**src/rtl/multicycle_sequencer_if.sv**
```systemverilog
// Control bundle between the instruction sequencer and the CPU datapath/memory.
// Latency: none, wires only.
// Backpressure: memory stalls the sequencer by holding mem_ready low while mem_req is high.
interface multicycle_sequencer_if #(
  parameter int CNT_W = 32
);
  logic             run;
  logic [5:0]       op;
  logic [5:0]       funct;
  logic             alu_zero;
  logic             mem_ready;
  logic             mem_req;
  logic             mem_we;
  logic             ir_we;
  logic             pc_we;
  logic [1:0]       pc_src;
  logic             rf_we;
  logic             link;
  logic [2:0]       state;
  logic             fault;
  logic [CNT_W-1:0] retired;

  // Sequencer side: consumes status, drives datapath enables and the memory request.
  modport master (
    input  run, op, funct, alu_zero, mem_ready,
    output mem_req, mem_we, ir_we, pc_we, pc_src, rf_we, link, state, fault, retired
  );

  // Datapath/memory side.
  modport slave (
    output run, op, funct, alu_zero, mem_ready,
    input  mem_req, mem_we, ir_we, pc_we, pc_src, rf_we, link, state, fault, retired
  );
endinterface

```
**src/rtl/multicycle_sequencer.sv**
```systemverilog
// Multi-cycle FSM sequencing fetch/decode/exec/mem/writeback for one instruction at a time.
// Latency: beq/jal 3, R-type/ori/sw 4, lw 5 cycles with zero-wait memory.
// Backpressure: FETCH/MEM hold mem_req until mem_ready; TIMEOUT cycles without ready -> ERR.
module multicycle_sequencer #(
  parameter int TIMEOUT = 255,
  parameter int CNT_W   = 32
) (
  input  logic                   clk,
  input  logic                   rst_n,
  multicycle_sequencer_if.master bus
);

  localparam logic [2:0] S_IDLE   = 3'd0;
  localparam logic [2:0] S_FETCH  = 3'd1;
  localparam logic [2:0] S_DECODE = 3'd2;
  localparam logic [2:0] S_EXEC   = 3'd3;
  localparam logic [2:0] S_MEM    = 3'd4;
  localparam logic [2:0] S_WB     = 3'd5;
  localparam logic [2:0] S_ERR    = 3'd6;

  localparam logic [5:0] OP_RTYPE = 6'h00;
  localparam logic [5:0] OP_JAL   = 6'h03;
  localparam logic [5:0] OP_BEQ   = 6'h04;
  localparam logic [5:0] OP_ORI   = 6'h0D;
  localparam logic [5:0] OP_LW    = 6'h23;
  localparam logic [5:0] OP_SW    = 6'h2B;

  localparam logic [5:0] FN_SLL   = 6'h00;
  localparam logic [5:0] FN_ADD   = 6'h20;
  localparam logic [5:0] FN_ADDU  = 6'h21;
  localparam logic [5:0] FN_SUB   = 6'h22;
  localparam logic [5:0] FN_SUBU  = 6'h23;

  localparam int              WAIT_W    = $clog2(TIMEOUT + 1);
  localparam logic [WAIT_W-1:0] WAIT_LAST = WAIT_W'(TIMEOUT - 1);

  logic [2:0]        state;
  logic [2:0]        state_nxt;
  logic [2:0]        insn_done_nxt;
  logic [WAIT_W-1:0] wait_cnt;
  logic [CNT_W-1:0]  retired;
  logic              retire;
  logic              is_rtype;
  logic              funct_ok;
  logic              legal;
  logic              wait_last;

  logic              mem_req;
  logic              mem_we;
  logic              ir_we;
  logic              pc_we;
  logic [1:0]        pc_src;
  logic              rf_we;
  logic              link;
  logic              fault;

  assign is_rtype      = (bus.op == OP_RTYPE);
  assign funct_ok      = (bus.funct == FN_SLL) || (bus.funct == FN_ADD) || (bus.funct == FN_ADDU) ||
                         (bus.funct == FN_SUB) || (bus.funct == FN_SUBU);
  assign legal         = (is_rtype && funct_ok) || (bus.op == OP_ORI) || (bus.op == OP_LW) ||
                         (bus.op == OP_SW) || (bus.op == OP_BEQ) || (bus.op == OP_JAL);
  assign wait_last     = (wait_cnt == WAIT_LAST);
  // run is only looked at once an instruction has fully retired.
  assign insn_done_nxt = bus.run ? S_FETCH : S_IDLE;

  // Next-state and retire decode.
  always_comb begin
    state_nxt = state;
    retire    = 1'b0;
    case (state)
      S_IDLE:   if (bus.run) state_nxt = S_FETCH;
      S_FETCH: begin
        if (bus.mem_ready)  state_nxt = S_DECODE;
        else if (wait_last) state_nxt = S_ERR;
      end
      S_DECODE: state_nxt = legal ? S_EXEC : S_ERR;
      S_EXEC: begin
        if (is_rtype || bus.op == OP_ORI) begin
          state_nxt = S_WB;
        end else if (bus.op == OP_LW || bus.op == OP_SW) begin
          state_nxt = S_MEM;
        end else if (bus.op == OP_BEQ || bus.op == OP_JAL) begin
          retire    = 1'b1;
          state_nxt = insn_done_nxt;
        end else begin
          state_nxt = S_ERR;
        end
      end
      S_MEM: begin
        if (bus.mem_ready) begin
          if (bus.op == OP_SW) begin
            retire    = 1'b1;
            state_nxt = insn_done_nxt;
          end else begin
            state_nxt = S_WB;
          end
        end else if (wait_last) begin
          state_nxt = S_ERR;
        end
      end
      S_WB: begin
        retire    = 1'b1;
        state_nxt = insn_done_nxt;
      end
      S_ERR:    state_nxt = S_ERR;
      default:  state_nxt = S_ERR;
    endcase
  end

  // Datapath enables, decoded from state so everything is low in IDLE and under reset.
  always_comb begin
    mem_req = 1'b0;
    mem_we  = 1'b0;
    ir_we   = 1'b0;
    pc_we   = 1'b0;
    pc_src  = 2'b00;
    rf_we   = 1'b0;
    link    = 1'b0;
    fault   = 1'b0;
    case (state)
      S_FETCH: begin
        mem_req = 1'b1;
        ir_we   = bus.mem_ready;
        pc_we   = bus.mem_ready;
      end
      S_EXEC: begin
        if (bus.op == OP_BEQ) begin
          pc_we  = bus.alu_zero;
          pc_src = 2'b01;
        end else if (bus.op == OP_JAL) begin
          pc_we  = 1'b1;
          pc_src = 2'b10;
          rf_we  = 1'b1;
          link   = 1'b1;
        end
      end
      S_MEM: begin
        mem_req = 1'b1;
        mem_we  = (bus.op == OP_SW);
      end
      S_WB:    rf_we = 1'b1;
      S_ERR:   fault = 1'b1;
      default: ;
    endcase
  end

  // State register; ERR is only escaped through reset.
  always_ff @(posedge clk or negedge rst_n) begin
    if (!rst_n) state <= S_IDLE;
    else        state <= state_nxt;
  end

  // Memory wait counter: restarts on every state change, counts stalled request cycles.
  always_ff @(posedge clk or negedge rst_n) begin
    if (!rst_n)                      wait_cnt <= '0;
    else if (state_nxt != state)     wait_cnt <= '0;
    else if (mem_req && !bus.mem_ready) wait_cnt <= wait_cnt + WAIT_W'(1);
  end

  // Retired-instruction counter, wraps naturally.
  always_ff @(posedge clk or negedge rst_n) begin
    if (!rst_n)      retired <= '0;
    else if (retire) retired <= retired + CNT_W'(1);
  end

  assign bus.mem_req = mem_req;
  assign bus.mem_we  = mem_we;
  assign bus.ir_we   = ir_we;
  assign bus.pc_we   = pc_we;
  assign bus.pc_src  = pc_src;
  assign bus.rf_we   = rf_we;
  assign bus.link    = link;
  assign bus.fault   = fault;
  assign bus.state   = state;
  assign bus.retired = retired;

endmodule

```
**src/flat_wrapper.sv**
```systemverilog
// flat-port wrapper written by rule: the top's interface ports become plain ports
module multicycle_sequencer_flat 
#(
  parameter int TIMEOUT = 255,
  parameter int CNT_W   = 32
)
  (clk, rst_n, bus_run, bus_op, bus_funct, bus_alu_zero, bus_mem_ready, bus_mem_req, bus_mem_we, bus_ir_we, bus_pc_we, bus_pc_src, bus_rf_we, bus_link, bus_state, bus_fault, bus_retired);
  multicycle_sequencer_if #(.CNT_W(CNT_W)) bus_i ();
  input  logic clk;
  input  logic rst_n;
  input wire logic [$bits(bus_i.run)-1:0] bus_run;
  input wire logic [$bits(bus_i.op)-1:0] bus_op;
  input wire logic [$bits(bus_i.funct)-1:0] bus_funct;
  input wire logic [$bits(bus_i.alu_zero)-1:0] bus_alu_zero;
  input wire logic [$bits(bus_i.mem_ready)-1:0] bus_mem_ready;
  output wire logic [$bits(bus_i.mem_req)-1:0] bus_mem_req;
  output wire logic [$bits(bus_i.mem_we)-1:0] bus_mem_we;
  output wire logic [$bits(bus_i.ir_we)-1:0] bus_ir_we;
  output wire logic [$bits(bus_i.pc_we)-1:0] bus_pc_we;
  output wire logic [$bits(bus_i.pc_src)-1:0] bus_pc_src;
  output wire logic [$bits(bus_i.rf_we)-1:0] bus_rf_we;
  output wire logic [$bits(bus_i.link)-1:0] bus_link;
  output wire logic [$bits(bus_i.state)-1:0] bus_state;
  output wire logic [$bits(bus_i.fault)-1:0] bus_fault;
  output wire logic [$bits(bus_i.retired)-1:0] bus_retired;
  assign bus_i.run = bus_run;
  assign bus_i.op = bus_op;
  assign bus_i.funct = bus_funct;
  assign bus_i.alu_zero = bus_alu_zero;
  assign bus_i.mem_ready = bus_mem_ready;
  assign bus_mem_req = bus_i.mem_req;
  assign bus_mem_we = bus_i.mem_we;
  assign bus_ir_we = bus_i.ir_we;
  assign bus_pc_we = bus_i.pc_we;
  assign bus_pc_src = bus_i.pc_src;
  assign bus_rf_we = bus_i.rf_we;
  assign bus_link = bus_i.link;
  assign bus_state = bus_i.state;
  assign bus_fault = bus_i.fault;
  assign bus_retired = bus_i.retired;
  multicycle_sequencer #(.TIMEOUT(TIMEOUT), .CNT_W(CNT_W)) u_core (.clk(clk), .rst_n(rst_n), .bus(bus_i));
endmodule
```
**config.mk**
```make
export PLATFORM = sky130hd
export DESIGN_NAME = multicycle_sequencer_flat
export DESIGN_NICKNAME = d
export VERILOG_FILES = /design/src/rtl/multicycle_sequencer_if.sv /design/src/rtl/multicycle_sequencer.sv /design/src/flat_wrapper.sv
export SDC_FILE = /design/constraint.sdc
export NUM_CORES = 1
export LEC_CHECK = 0
export ABC_AREA = 1
export BUFFER_PORTS_ARGS = -buffer_cell sky130_fd_sc_hd__clkbuf_2
export CORE_MARGIN = 1
export CORE_UTILIZATION = 60
export CTS_CLUSTER_DIAMETER = 50
export CTS_CLUSTER_SIZE = 24
export DETAILED_ROUTE_END_ITERATION = 16
export PLACE_DENSITY_LB_ADDON = 0.2
export SYNTH_ARGS = -nofsm -noshare
export SYNTH_HDL_FRONTEND = slang
export SYNTH_SLANG_ARGS = --single-unit
```
**constraint.sdc**
```tcl
create_clock -name clk -period 2.7 [get_ports clk]
set_clock_uncertainty 0.2 [all_clocks]
set_input_delay 0.405 -clock clk [delete_from_list [all_inputs] [get_ports clk]]
set_output_delay 0.405 -clock clk [all_outputs]
set_load 0.01 [all_outputs]
```
# Word-level counts from Yosys, hierarchy flattened
# Index checks and enable logic that the tools add are counted.
word_totals:
  ff_bits: 43
  latch_bits: 0
  ram_bits: 0
  romBits: 0
  input_bits: 17
  out_inout_bits: 44
  wordCells: 74
  memories: 0
op_classes:
  addsub: 2
  n_mul: 0
  div_mod_pow: 0
  order_cmp: 0
  eq_ne: 17
  shifts: 0
  mux: 32
  bitwise: 0
  reduce_logical: 20
ops:
  columns: ["cell", "n"]
  rows:
  - ["6-bit equality test, second input constant", 6]
  - ["32-bit by 1-bit adder with 32-bit output, second input constant", 1]
  - ["3-bit two-way mux", 9]
  - ["3-bit case mux with 6 select lines", 1]
  - ["8-bit two-way mux", 2]
  - ["1-bit two-way mux", 14]
  - ["6-bit zero test", 2]
  - ["1-bit logical OR", 12]
  - ["3-bit equality test, second input constant", 3]
  - ["8-bit by 1-bit adder with 8-bit output, second input constant", 1]
  - ["8-bit equality test, second input constant", 1]
  - ["3-bit by 2-bit equality test with 1-bit output, second input constant", 2]
  - ["6-bit by 2-bit equality test with 1-bit output, second input constant", 1]
  - ["6-bit by 3-bit equality test with 1-bit output, second input constant", 1]
  - ["6-bit by 4-bit equality test with 1-bit output, second input constant", 1]
  - ["2-bit two-way mux", 3]
  - ["1-bit case mux with 2 select lines", 2]
  - ["3-bit by 1-bit equality test with 1-bit output, second input constant", 1]
  - ["3-bit zero test", 1]
  - ["3-bit inequality test", 1]
  - ["1-bit case mux with 3 select lines", 1]
  - ["1-bit logical AND", 2]
  - ["2-bit nonzero test", 1]
  - ["2-bit OR reduction", 1]
  - ["1-bit zero test", 1]

# Logic depth before layout (Yosys ltp)
logic_depth:
  ltp_word: 15
  depth_mapped: 12
  mapped_depth_nobuf: 12

# Least setup slack after synthesis
# Ideal clock, no wire load.
synth_path:
  kind: "register to output"
  startpoint: "register u_core.state[0] (netlist: u_core.bus.state[0])"
  endpoint: "output port bus_pc_we"
  arrival_time_ps: 1414
  required_time_ps: 2095
  slack_ps: 681
  path_stages_with_launch: 7
  path_buffers: 1
  path_cell_list: "dfrtp_1 buf_6 inv_2 nor3_4 inv_1 nor3_1 a211o_1"
synth_via:
  elab_chain_cells: 2
synth_rtl:
  columns: ["item", "line", "text"]
  rows:
  - ["start, declared", "multicycle_sequencer.sv:37", "logic [2:0] state;"]
  - ["start signal, assigned", "multicycle_sequencer.sv:150", "else state <= state_nxt;"]
  - ["3-bit by 2-bit equality test with 1-bit output / 3-bit by 1-bit equality test with 1-bit output (equally long branches)", "multicycle_sequencer.sv:120", "case (state)"]
  - ["1-bit case mux with 2 select lines (*)", "multicycle_sequencer.sv:120", null]
  - ["end, declared", "flat_wrapper.sv:19", "output wire logic [$bits(bus_i.pc_we)-1:0] bus_pc_we;"]
# Every way passes the cells marked *; elsewhere a longest branch is shown, timed or not.

# Worst setup path in the final report
# Ends and elaborated chain as after synthesis.

==> results by group <==
Die
  • Die width: 72.98 um
  • Die height: 72.98 um
  • Die area: 5326 um^2
  • Cell Rows: 25
  • Initial Utilization: 63.16%
  • I/O pins: 61
  • CORE AREA: 4786 um^2

Yosys
  • Post-Syn Instances: 396
  • Post-Syn Area: 3023 um^2
  • Yosys synthesis warning count: 0
  • Register area share after synthesis: 35.60%
  • Syn nets: 416
  • Yosys reg bits: 43
  • Avg Inst Size Synth: 7.634 um^2
  • Synth cell types: 32

CTS
  • Worst skew pair latency: 0.29 ns
  • H-Tree Depth: 2
  • Quantity of hold-fixing buffers added after cts: 1
  • TritonCTS Buffers: 5
  • Max clock buf depth: 2
  • Setup repair bufs after CTS: 0
  • # clock sinks: 43
  • CTS resizes: 0
  • Clk pin slew, worst setup/hold paths: 0.08 ns
  • TritonCTS clock tree: done
  • Root Driver: clkbuf_8

STA
  • Setup-failing EPs final: 0
  • Setup repair after global routing missed its margin: false
  • Fin Setup TNS: 0 ns
  • Worst hold-check slack: 0.2608 ns
  • Pins Over Slew Limit: 0
  • Relative slew slack: 69.20%
  • Worst setup slack after layout: 0.3052 ns
  • Fmax: 0.4176 GHz
  • Min Tclk post-route: 2.395 ns
  • Period utilization: 88.70%
  • Final Hold Viols: 0
  • Slew at the pin closest to its max-slew limit: 0.4619 ns

Routing
  • Detailed-route via count: 2726
  • ANT nets after route: 0
  • DR iter-0 viols: 167
  • WL final: 6649 um
  • Wirelength per Cell: 12.64 um
  • DRC viols: 0
  • Drt pass-1 iters: 4
  • DR vias/cell: 5.183

Worst setup path
  • Internal reg-to-reg setup slack: 0.63 ns
  • CP startpoint: u_core.bus.state[0]
  • Worst-path fanout max: 9
  • Critical path arrival: 1.79 ns
  • R2r startpoint: u_core.bus.state[0]
  • Reg2reg end: u_core.bus.retired[11]
  • CP Class: reg -> out
  • Worst setup path end: bus_pc_we
  • Crit path required time: 2.10 ns
  • Number of cells on the worst reg-to-reg path: 7
  • CP Launch Type: flip-flop
  • Endpoint type of the worst setup path: primary output

Power and ir drop
  • P_leak: 1.712 nW
  • Clk pwr share: 21.8%
  • Cell Int Power: 1.205 mW
  • Power per cell area: 593.2 nW/um^2
  • Flop pwr share: 41.2%
  • Psw: 852.0 uW
  • Max VDD drop: 454.6 uV
  • Tot Pwr: 2.057 mW
  • Switching power share of the total: 41.41%
  • Combinational power share: 37.0%

Place
  • Setup Slack @ Placement: 0.6057 ns
  • Placed Area: 3358 um^2
  • Placer congestion estimate: 0.9758
  • Port Buf Inserts: 60
  • Placed cells: 517
  • Dpl hpwl: 5191 um

Run
  • MaxCap Viol Count: 0

Finish
  • Filler cells: 398
  • Finished Layout Cells: 526
  • # nets final: 478
  • Fin util: 72.47%
  • Diode count: 0
  • Area Overhead vs Synth: 14.74%
  • Commonest non-fill, non-tap cell in the layout: nand2_1
  • Fin area: 3468 um^2
  • Most frequent cells in the layout: nand2_1 (117), clkbuf_2 (60), dfrtp_1 (43)
  • Layout cell share with drive strength beyond 1: 26.36%

Worst hold path
  • Type of the most critical hold path: in -> reg
  • Hold Crit Depth: 5

Global route
  • Largest net degree at the start of global routing: 38
  • Vias in the first global route: 2371
  • Antenna violations before repair: 0
  • Grt ovf: 0
  • Total GRT Usage: 26.75%
  • First-pass GRT wire length: 10870 um

Run status
  • Outcome: completed
-- metal layers --
layer | routed length (um) | vias up | track usage [%]
li1 | - | 1398 | -
met1 | 3257 | 1224 | 38.62
met2 | 2938 | 91 | 41.15
met3 | 376 | 13 | 4.972
met4 | 76 | 0 | 7.190
met5 | 0 | - | 0
-- sequential cells by signal, summed over array words and instances, names as in the netlist --
register	count
u_core.bus.retired	32
u_core.wait_cnt	8
u_core.bus.state	3
-- worst max-delay path, stage by stage (launching register included) --
cell,delay (ns)
dfrtp_1,0.52
inv_2,0.11
nor3_4,0.26
inv_1,0.10
nor3_1,0.22
a211o_1,0.17
clkbuf_2,0.12
-- power groups by stage --
stage               registers [mW]  logic (mW)  clock network (mW)
finish                       0.847       0.762               0.449
global route                 0.862       0.861               0.479
CTS                          0.844       0.765               0.454
detailed placement           0.857       0.757                   0
global placement             0.852       0.746                   0
floorplan                    0.847       0.573                   0
-- cell families (layout without fill, tap and decap cells) --
| kind of cell | after synthesis | in the layout | share of synthesized area (%) |
|---|---|---|---|
| DFF | 43 | 43 | 35.60 |
| adders and majority gates | 3 | 3 | 1.242 |
| and+or+nand+nor | 248 | 248 | 42.22 |
| buffers and inverters | 45 | 108 | 6.581 |
| xor gates and xnor gates | 37 | 37 | 10.72 |
| AOI/OAI and AO/OA | 20 | 20 | 3.643 |
-- cell type report --
| class | count | area (um^2) | area share (%) |
|---|---|---|---|
| clock buffers | 8 | 100.1 | 2.886 |
| well taps | 67 | 83.83 | 2.417 |
| multi-input cells | 308 | 1748 | 50.40 |
| flip-flops and latches | 43 | 1076 | 31.02 |
| repair buffers | 62 | 317.8 | 9.163 |
| inverters | 38 | 142.6 | 4.113 |
-- how the worst min path moves through the flow --
stage	end	from
after floorplan	u_core.bus.retired[0]	rst_n
after global placement	u_core.wait_cnt[1]	rst_n
after detailed placement	u_core.wait_cnt[1]	rst_n
after CTS	u_core.bus.state[0]	bus_run
after global routing	u_core.bus.state[0]	bus_run
final	u_core.bus.state[0]	bus_run
-- cell usage after synthesis --
master,number,area share (%)
o21bai_1,1,0.25
o21ai_0,11,1.8
nand4_1,11,2.3
a21oi_2,1,0.29
nand3_2,8,2.6
buf_4,1,0.25
nand2_2,6,1.2
nor2_1,38,4.7
nor3_4,1,0.54
nand3_4,1,0.58
buf_6,3,1.1
nand3b_1,2,0.50
nor2_2,10,2.1
nand2_4,4,1.5
nor2_4,1,0.37
nor3_2,9,3.0
nor3_1,14,2.3
nor4_2,4,1.7
dfrtp_1,43,36
nor4_1,3,0.62
inv_1,31,3.8
nand2_1,117,15
a211o_1,1,0.29
inv_2,7,0.87
o21ai_1,4,0.66
buf_2,3,0.50
ha_1,3,1.2
xnor2_1,12,3.5
nand4_4,1,0.70
xor2_1,25,7.2
a21oi_1,2,0.33
nand3_1,18,3.0
Note: power is estimated with default switching activity, not from simulation.
